[config.mk]
export PLATFORM = sky130hd
export DESIGN_NAME = uart_rx_fsm
export DESIGN_NICKNAME = d
export VERILOG_FILES = /design/src/rtl/uart_rx_fsm.sv
export SDC_FILE = /design/constraint.sdc
export NUM_CORES = 1
export LEC_CHECK = 0
export ABC_CLOCK_PERIOD_IN_PS = 1800
export CELL_PAD_IN_SITES_DETAIL_PLACEMENT = 1
export CELL_PAD_IN_SITES_GLOBAL_PLACEMENT = 1
export CORE_MARGIN = 2
export CORE_UTILIZATION = 25
export DETAILED_ROUTE_END_ITERATION = 6
export GPL_ROUTABILITY_DRIVEN = 0
export PLACE_DENSITY = 0.72
export SLEW_MARGIN = 25
export SYNTH_ARGS = -nofsm -noshare
export SYNTH_HDL_FRONTEND = slang
export SYNTH_SLANG_ARGS = --single-unit
[constraint.sdc]
create_clock -name clk -period 1.8 [get_ports clk]
set_input_delay 0.45 -clock clk [delete_from_list [all_inputs] [get_ports clk]]
set_output_delay 0.45 -clock clk [all_outputs]
set_load 0.01 [all_outputs]
[src/rtl/uart_rx_fsm.sv]
// uart_rx_fsm: frame sequencer for the UART receiver (start / data / parity / stop).
// Build option RX_FSM_FRAME_ERR_EN adds the sticky frm_err flag; otherwise frm_err is tied low.
module uart_rx_fsm #(
    parameter int PRESCALE = 8
) (
    input  logic       clk,
    input  logic       rst,
    input  logic       rx_in,
    input  logic       par_en,
    input  logic [5:0] edge_cnt,
    input  logic [3:0] bit_cnt,
    input  logic       strt_glitch,
    input  logic       par_err,
    input  logic       stp_err,
    output logic       cnt_en,
    output logic       dat_samp_en,
    output logic       deser_en,
    output logic       strt_chk_en,
    output logic       par_chk_en,
    output logic       stp_chk_en,
    output logic       data_valid,
    output logic       frm_err
);

    typedef enum logic [2:0] {
        IDLE   = 3'd0,
        START  = 3'd1,
        DATA   = 3'd2,
        PARITY = 3'd3,
        STOP   = 3'd4
    } state_t;

    localparam logic [5:0] EDGE_LAST = 6'(PRESCALE);
    localparam logic [5:0] EDGE_CHK  = 6'(PRESCALE - 1);
    localparam logic [3:0] DATA_BITS = 4'd8;

    state_t state, state_nxt;
    logic   par_en_q, par_en_nxt;
    logic   data_valid_nxt;
    logic   edge_last, edge_chk;

    assign edge_last = (edge_cnt == EDGE_LAST);
    assign edge_chk  = (edge_cnt == EDGE_CHK);

    // NOTE: state elements use non-blocking assignments so every register samples pre-edge values.
    always_ff @(posedge clk or posedge rst) begin
        if (rst) begin
            state      <= IDLE;
            par_en_q   <= 1'b0;
            data_valid <= 1'b0;
        end else begin
            state      <= state_nxt;
            par_en_q   <= par_en_nxt;
            data_valid <= data_valid_nxt;
        end
    end

    // NOTE: every output of this block gets a default first, so no path can infer a latch.
    always_comb begin
        state_nxt      = state;
        par_en_nxt     = par_en_q;
        data_valid_nxt = 1'b0;
        cnt_en         = 1'b0;
        dat_samp_en    = 1'b0;
        deser_en       = 1'b0;
        strt_chk_en    = 1'b0;
        par_chk_en     = 1'b0;
        stp_chk_en     = 1'b0;

        case (state)
            IDLE: begin
                if (!rx_in) begin
                    state_nxt  = START;
                    par_en_nxt = par_en;
                end
            end
            START: begin
                cnt_en      = 1'b1;
                dat_samp_en = 1'b1;
                strt_chk_en = edge_chk;
                if (edge_last) begin
                    state_nxt = strt_glitch ? IDLE : DATA;
                end
            end
            DATA: begin
                cnt_en      = 1'b1;
                dat_samp_en = 1'b1;
                deser_en    = edge_chk;
                if (edge_last && (bit_cnt == DATA_BITS)) begin
                    state_nxt = par_en_q ? PARITY : STOP;
                end
            end
            PARITY: begin
                cnt_en      = 1'b1;
                dat_samp_en = 1'b1;
                par_chk_en  = edge_chk;
                if (edge_last) begin
                    state_nxt = par_err ? IDLE : STOP;
                end
            end
            STOP: begin
                cnt_en      = 1'b1;
                dat_samp_en = 1'b1;
                stp_chk_en  = edge_chk;
                if (edge_last) begin
                    state_nxt      = IDLE;
                    data_valid_nxt = !stp_err;
                end
            end
            default: begin
                state_nxt = IDLE;
            end
        endcase
    end

`ifdef RX_FSM_FRAME_ERR_EN
    logic frm_set;

    // Set on a failed parity or stop check; a later good frame clears it.
    assign frm_set = edge_last &&
                     (((state == STOP) && stp_err) || ((state == PARITY) && par_err));

    always_ff @(posedge clk or posedge rst) begin
        if (rst) begin
            frm_err <= 1'b0;
        end else if (frm_set) begin
            frm_err <= 1'b1;
        end else if (data_valid) begin
            frm_err <= 1'b0;
        end
    end
`else
    assign frm_err = 1'b0;
`endif

endmodule

== Word-level counts from Yosys, hierarchy flattened ==
Cells that the tools add are included.
W data, S select, Z words.

* Flip-flop bits (word level): 5
* Word-level logic and storage cells: 38

* Equal/unequal tests: 12
* Muxes and demuxes: 16
* Bitwise operators: 1
* Reduce and logical (&&, ||, !) cells: 6

{| class="wikitable"
|+ Operators by type and width
! cell !! count
|-
| $mux W3 || 7
|-
| $pmux W3 S5 || 1
|-
| $ne A2 B2 Y1 const B || 5
|-
| $mux W1 || 7
|-
| $eq A3 B2 Y1 const B || 2
|-
| $eq A6 B3 Y1 const B || 1
|-
| $eq A6 B4 Y1 const B || 1
|-
| $reduce_and A5 Y1 || 1
|-
| $eq A4 B4 Y1 const B || 1
|-
| $reduce_or A4 Y1 || 1
|-
| $eq A3 B1 Y1 const B || 1
|-
| $eq A3 B3 Y1 const B || 1
|-
| $logic_not A3 Y1 || 1
|-
| $mux W2 || 1
|-
| $reduce_and A2 Y1 || 1
|-
| $logic_and A1 B1 Y1 || 1
|-
| $logic_not A1 Y1 || 1
|-
| $not A1 Y1 || 1
|}

== Depth between registers and ports, before layout ==
* Word-level depth: 4
* Depth in mapped cells: 4
* Depth with buffers taken out: 3

== Worst setup path after synthesis ==
Ideal clock, no wire load.

* Kind: in2out
* Start: input edge_cnt[5]
* End: output strt_chk_en
* Arrival time: 1,271 ps
* Data required time: 1,350 ps
* Slack: 79 ps
* Cell stages on the path: 3
* Path buffers: 0
* Cell sequence: nor2_1 -> nand4_1 -> nor4b_1

* Word-level cells in the longest chain between the ends: 2

{| class="wikitable"
|+ Ends and longest elaborated chain
! what !! RTL line !! RTL
|-
| start: declaration || 10 || <nowiki>input logic [5:0] edge_cnt,</nowiki>
|-
| $eq A6 B3 Y1 || 43 || <nowiki>assign edge_chk = (edge_cnt == EDGE_CHK);</nowiki>
|-
| $mux W1 || 70 || <nowiki>case (state)</nowiki>
|-
| end: declaration || 18 || <nowiki>output logic strt_chk_en,</nowiki>
|}

No other way between the ends.

== Worst setup path after layout ==
* Start: input edge_cnt[0]
* End: output par_chk_en

* Word-level cells in the longest chain between the ends: 2

{| class="wikitable"
|+ Ends and longest elaborated chain
! what !! RTL line !! RTL
|-
| $eq A6 B3 Y1 || 43 ||
|-
| $mux W1 || 70 ||
|-
| end: declaration || 19 || <nowiki>output logic par_chk_en,</nowiki>
|}

No other way between the ends.

==> summary.md <==
The flow ran to the end, but the final reports show violations. The checks that failed: setup timing. The minimum clock period came out at 1.85 ns. The setup path with the least slack is of type primary input to output port. After detailed routing, the total wire length is 1.30 mm. The tools report the sort of element at the end of the critical path as an output port. Summing over every cut layer, the via total after detailed routing is 500. The tools report the total count of max-transition violations in the final report as 0. sky130_fd_sc_hd__nor2_1 is the most common cell in the netlist.

Ranked by total cell area, the synthesized netlist is headed by sky130_fd_sc_hd__dfrtp_1 (29%), sky130_fd_sc_hd__nor4b_2 (6.9%), sky130_fd_sc_hd__nor2_1 (5.2%). Summed over all cells, the static leakage comes to 0.356 nW. The total area inside the core boundary comes to 1670 sq um. The post-synthesis compound-gate area fraction is 0.116, and the number of enable flip-flop cells after synthesis is 0. For the clock net sink count, the log shows 5. The tools report the post-layout worst setup margin as -0.0507 ns. For this run, the number of Yosys warnings is 0.

Across all hold checks on the routed design, the worst slack comes to 0.419 ns. The total global routing overflow is 0, and the depth of the CTS H-tree is 1. The proportion of synthesized area in mux cells was 0.0260; the number of unique standard cell types used by synthesis was 30. The growth of design area from synthesis to finish was 85.8%; the data required time at the worst endpoint was 1.35 ns.

The tools report the type of element launching the critical path as a primary input. The run gives 25 as the number of ports placed on the die boundary. Setup violations remaining at the end of the flow were counted as 2. The net count of the mapped netlist was 64.

The largest fanout on the critical path was 3; the final cell area excluding filler cells was 805 sq um. The tools report the final net count as 103. TritonCTS built the clock tree. The synthesized netlist occupies a cell area of 433 sq um. Synthesis handed over a netlist of 47 instances. For this run, the leading register cell type out of synthesis is sky130_fd_sc_hd__dfrtp_1. Between clock sinks in the finished design, the worst skew comes to 0.00215 ns. The xor and xnor fraction of the mapped netlist area was 0.0202; the number of antenna-violating nets in the routed design was 0. The run gives 2.07 mm as the wire length of the first global-routing pass. Of all cell types, the one taking the most synthesized area is sky130_fd_sc_hd__dfrtp_1. In this run the tool buffered the top-level ports with 23 buffer cells. The tools report the sequential cell area fraction in the yosys report as 0.289. The number of global-route vias before repair is 490, and the cell area after placement is 731 sq um. The logs give 0.482 for the core utilization of the finished layout and 0.259 for the starting utilization of the core area. The design draws 0.000600 W. The portion of synthesized cell area occupied by the leading cell type came out at 0.289.

The slowest stage of the critical path is the sky130_fd_sc_hd__nor4bb_1 cell. Floorplan die width: 45.6 um. The largest single stage delay on the critical path is 0.23 ns.

For the largest voltage drop on the vdd net, the log shows 344 uV. The clock-pin slew on the worst setup and hold paths is 0.04 ns, and the synthesized flop and latch total is 5. The average detailed-routed wire length per instance is 12.8 um, and the synthesized area per cell is 9.21 sq um. For the die outline area, the log shows 2080 sq um. The final-report hold violation count came out at 0. The share of final-layout standard cells stronger than drive strength 1 works out to 0.506. By area, the combinational part of the netlist is dominated by simple AND/OR/NAND/NOR gates.

The path class of the tightest hold or removal check is primary input to asynchronous set/reset pin. The global-route usage over all layers was 0.143; the initial antenna violation count was 0. The tool flagged a number of max-cap violations equal to 0. The fraction of the mapped netlist area in adder cells came out at 0. Setup repair after global routing could not meet its margin everywhere. The peak clock frequency supported by timing was 540 MHz; the area fraction in and, or, nand and nor cells after synthesis was 0.448. The ratio of final minimum period to clock period was 1.03. Traced cell by cell, the critical path runs through clkdlybuf4s15_1 -> nand4_1 -> buf_4 -> nor4bb_1 -> buf_2.

The fraction of registers with async set or reset after synthesis is 1.00, and the half-perimeter wire length after placement is 986 um. The tools report the largest buffer count on any clock path as 2. After detailed routing, the number of remaining DRC violations is 0.

The repair_antennas step left the layout with diodes totalling 0. Worst slack after detailed placement: -0.803 ns. Counting instances in the post-synthesis netlist gives the leading cell types as sky130_fd_sc_hd__nor2_1 (6), sky130_fd_sc_hd__dfrtp_1 (5). The clock reaches the later pin of the worst-skew pair after 0.24 ns. For the number of iterations in the first detailed-routing pass, the log shows 1.

The detailed router finished its first iteration with 0 violations. The tools report the data arrival time of the worst path as 1.40 ns. CTS root buffer: sky130_fd_sc_hd__clkbuf_4. The floorplan has 15 rows. The number of clock buffers added by TritonCTS is 3. The via density per instance works out to 4.90. The largest net degree at the start of global routing is 12, and the die height is 45.6 um.

For this design the ratio of total power to cell area is 746 nW/um^2.
## sequential cells by signal (all words and copies together) (netlist names)
name	cells
data_valid	1
state	3
par_en_q	1
## cell type report
class                      instances  area [sq um]
multi-input combinational         36           299
inverter                           1          3.75
tap                               17          21.3
timing repair buffer              39           329
fill                             199           866
sequential                         5           125
clock buffer                       4          26.3
## critical path, delay by kind of cell
family	cells	cell delay, ns
buf+inv	3	0.55
simple gates	2	0.41
## layout by cell type, fill, tap and decap left out
master                            instances
sky130_fd_sc_hd__a211oi_1                 2
sky130_fd_sc_hd__a21oi_1                  1
sky130_fd_sc_hd__a31o_2                   1
sky130_fd_sc_hd__a31oi_1                  1
sky130_fd_sc_hd__a41o_1                   1
sky130_fd_sc_hd__buf_2                    4
sky130_fd_sc_hd__buf_4                   16
sky130_fd_sc_hd__buf_6                    3
sky130_fd_sc_hd__buf_8                    1
sky130_fd_sc_hd__clkbuf_1                 1
sky130_fd_sc_hd__clkbuf_2                 2
sky130_fd_sc_hd__clkbuf_4                 3
sky130_fd_sc_hd__clkdlybuf4s15_1          2
sky130_fd_sc_hd__clkdlybuf4s50_1         11
sky130_fd_sc_hd__conb_1                   1
sky130_fd_sc_hd__dfrtp_1                  5
sky130_fd_sc_hd__inv_1                    1
sky130_fd_sc_hd__mux2_1                   1
sky130_fd_sc_hd__nand2_1                  1
sky130_fd_sc_hd__nand4_1                  2
sky130_fd_sc_hd__nor2_1                   4
sky130_fd_sc_hd__nor2_2                   2
sky130_fd_sc_hd__nor2_4                   1
sky130_fd_sc_hd__nor2b_1                  1
sky130_fd_sc_hd__nor2b_4                  1
sky130_fd_sc_hd__nor3_1                   1
sky130_fd_sc_hd__nor3_2                   1
sky130_fd_sc_hd__nor3b_1                  1
sky130_fd_sc_hd__nor3b_2                  1
sky130_fd_sc_hd__nor4_2                   1
sky130_fd_sc_hd__nor4b_2                  3
sky130_fd_sc_hd__nor4bb_1                 2
sky130_fd_sc_hd__o21ai_1                  1
sky130_fd_sc_hd__or2_2                    1
sky130_fd_sc_hd__or3_1                    1
sky130_fd_sc_hd__or3b_4                   1
sky130_fd_sc_hd__or4b_4                   1
sky130_fd_sc_hd__xnor2_1                  1
## per-layer routing
metal | vias to the layer above | track usage | routed length [um]
met2 | 20 | 0.245 | 686
met3 | 2 | 0.0159 | 85
met5 | - | 0 | 0
met4 | 0 | 0.106 | 26
li1 | 248 | - | -
met1 | 230 | 0.160 | 503
## stage by stage
step / instances / setup TNS (ns)
after floorplan: 47 / 0
after global placement: 93 / -3.38
after detailed placement: 93 / -3.67
after CTS: 102 / -0.0375
after global routing: 102 / -0.195
final: 102 / -0.0552
## worst paths after layout
check | startpoint | to | slack (ns) | cells past startpoint
max | edge_cnt[0] | par_chk_en | -0.05 | 5
min | rst | state[0] | 0.42 | 2
max reg2reg | state[1] | par_en_q | 0.27 | 4
min reg2reg | par_en_q | par_en_q | 0.53 | 1
max in group asynchronous | rst | par_en_q | 1.20 | 2
min in group clk | par_en_q | par_en_q | 0.53 | 1
## kinds of logic (layout without fill, tap and decap cells)
kind of cell,after synthesis,in the layout
and+or+nand+nor,26,26
buffers and inverters,6,44
other,1,1
DFF,5,5
muxes,1,1
AOI/OAI and AO/OA,7,7
xor gates and xnor gates,1,1
## repair_timing
action                     CTS  global route
setup endpoints to repair    6             6
hold buffers                 0             0
pin swaps                    4             5
buffers inserted             5             0
resized for setup           52             6
## power breakdown
part	switching [W]	internal, W
logic	0.000141	0.000174
registers	0.0000178	0.000140
clock network	0.0000435	0.0000837
Note: power is estimated with default switching activity, not from simulation.
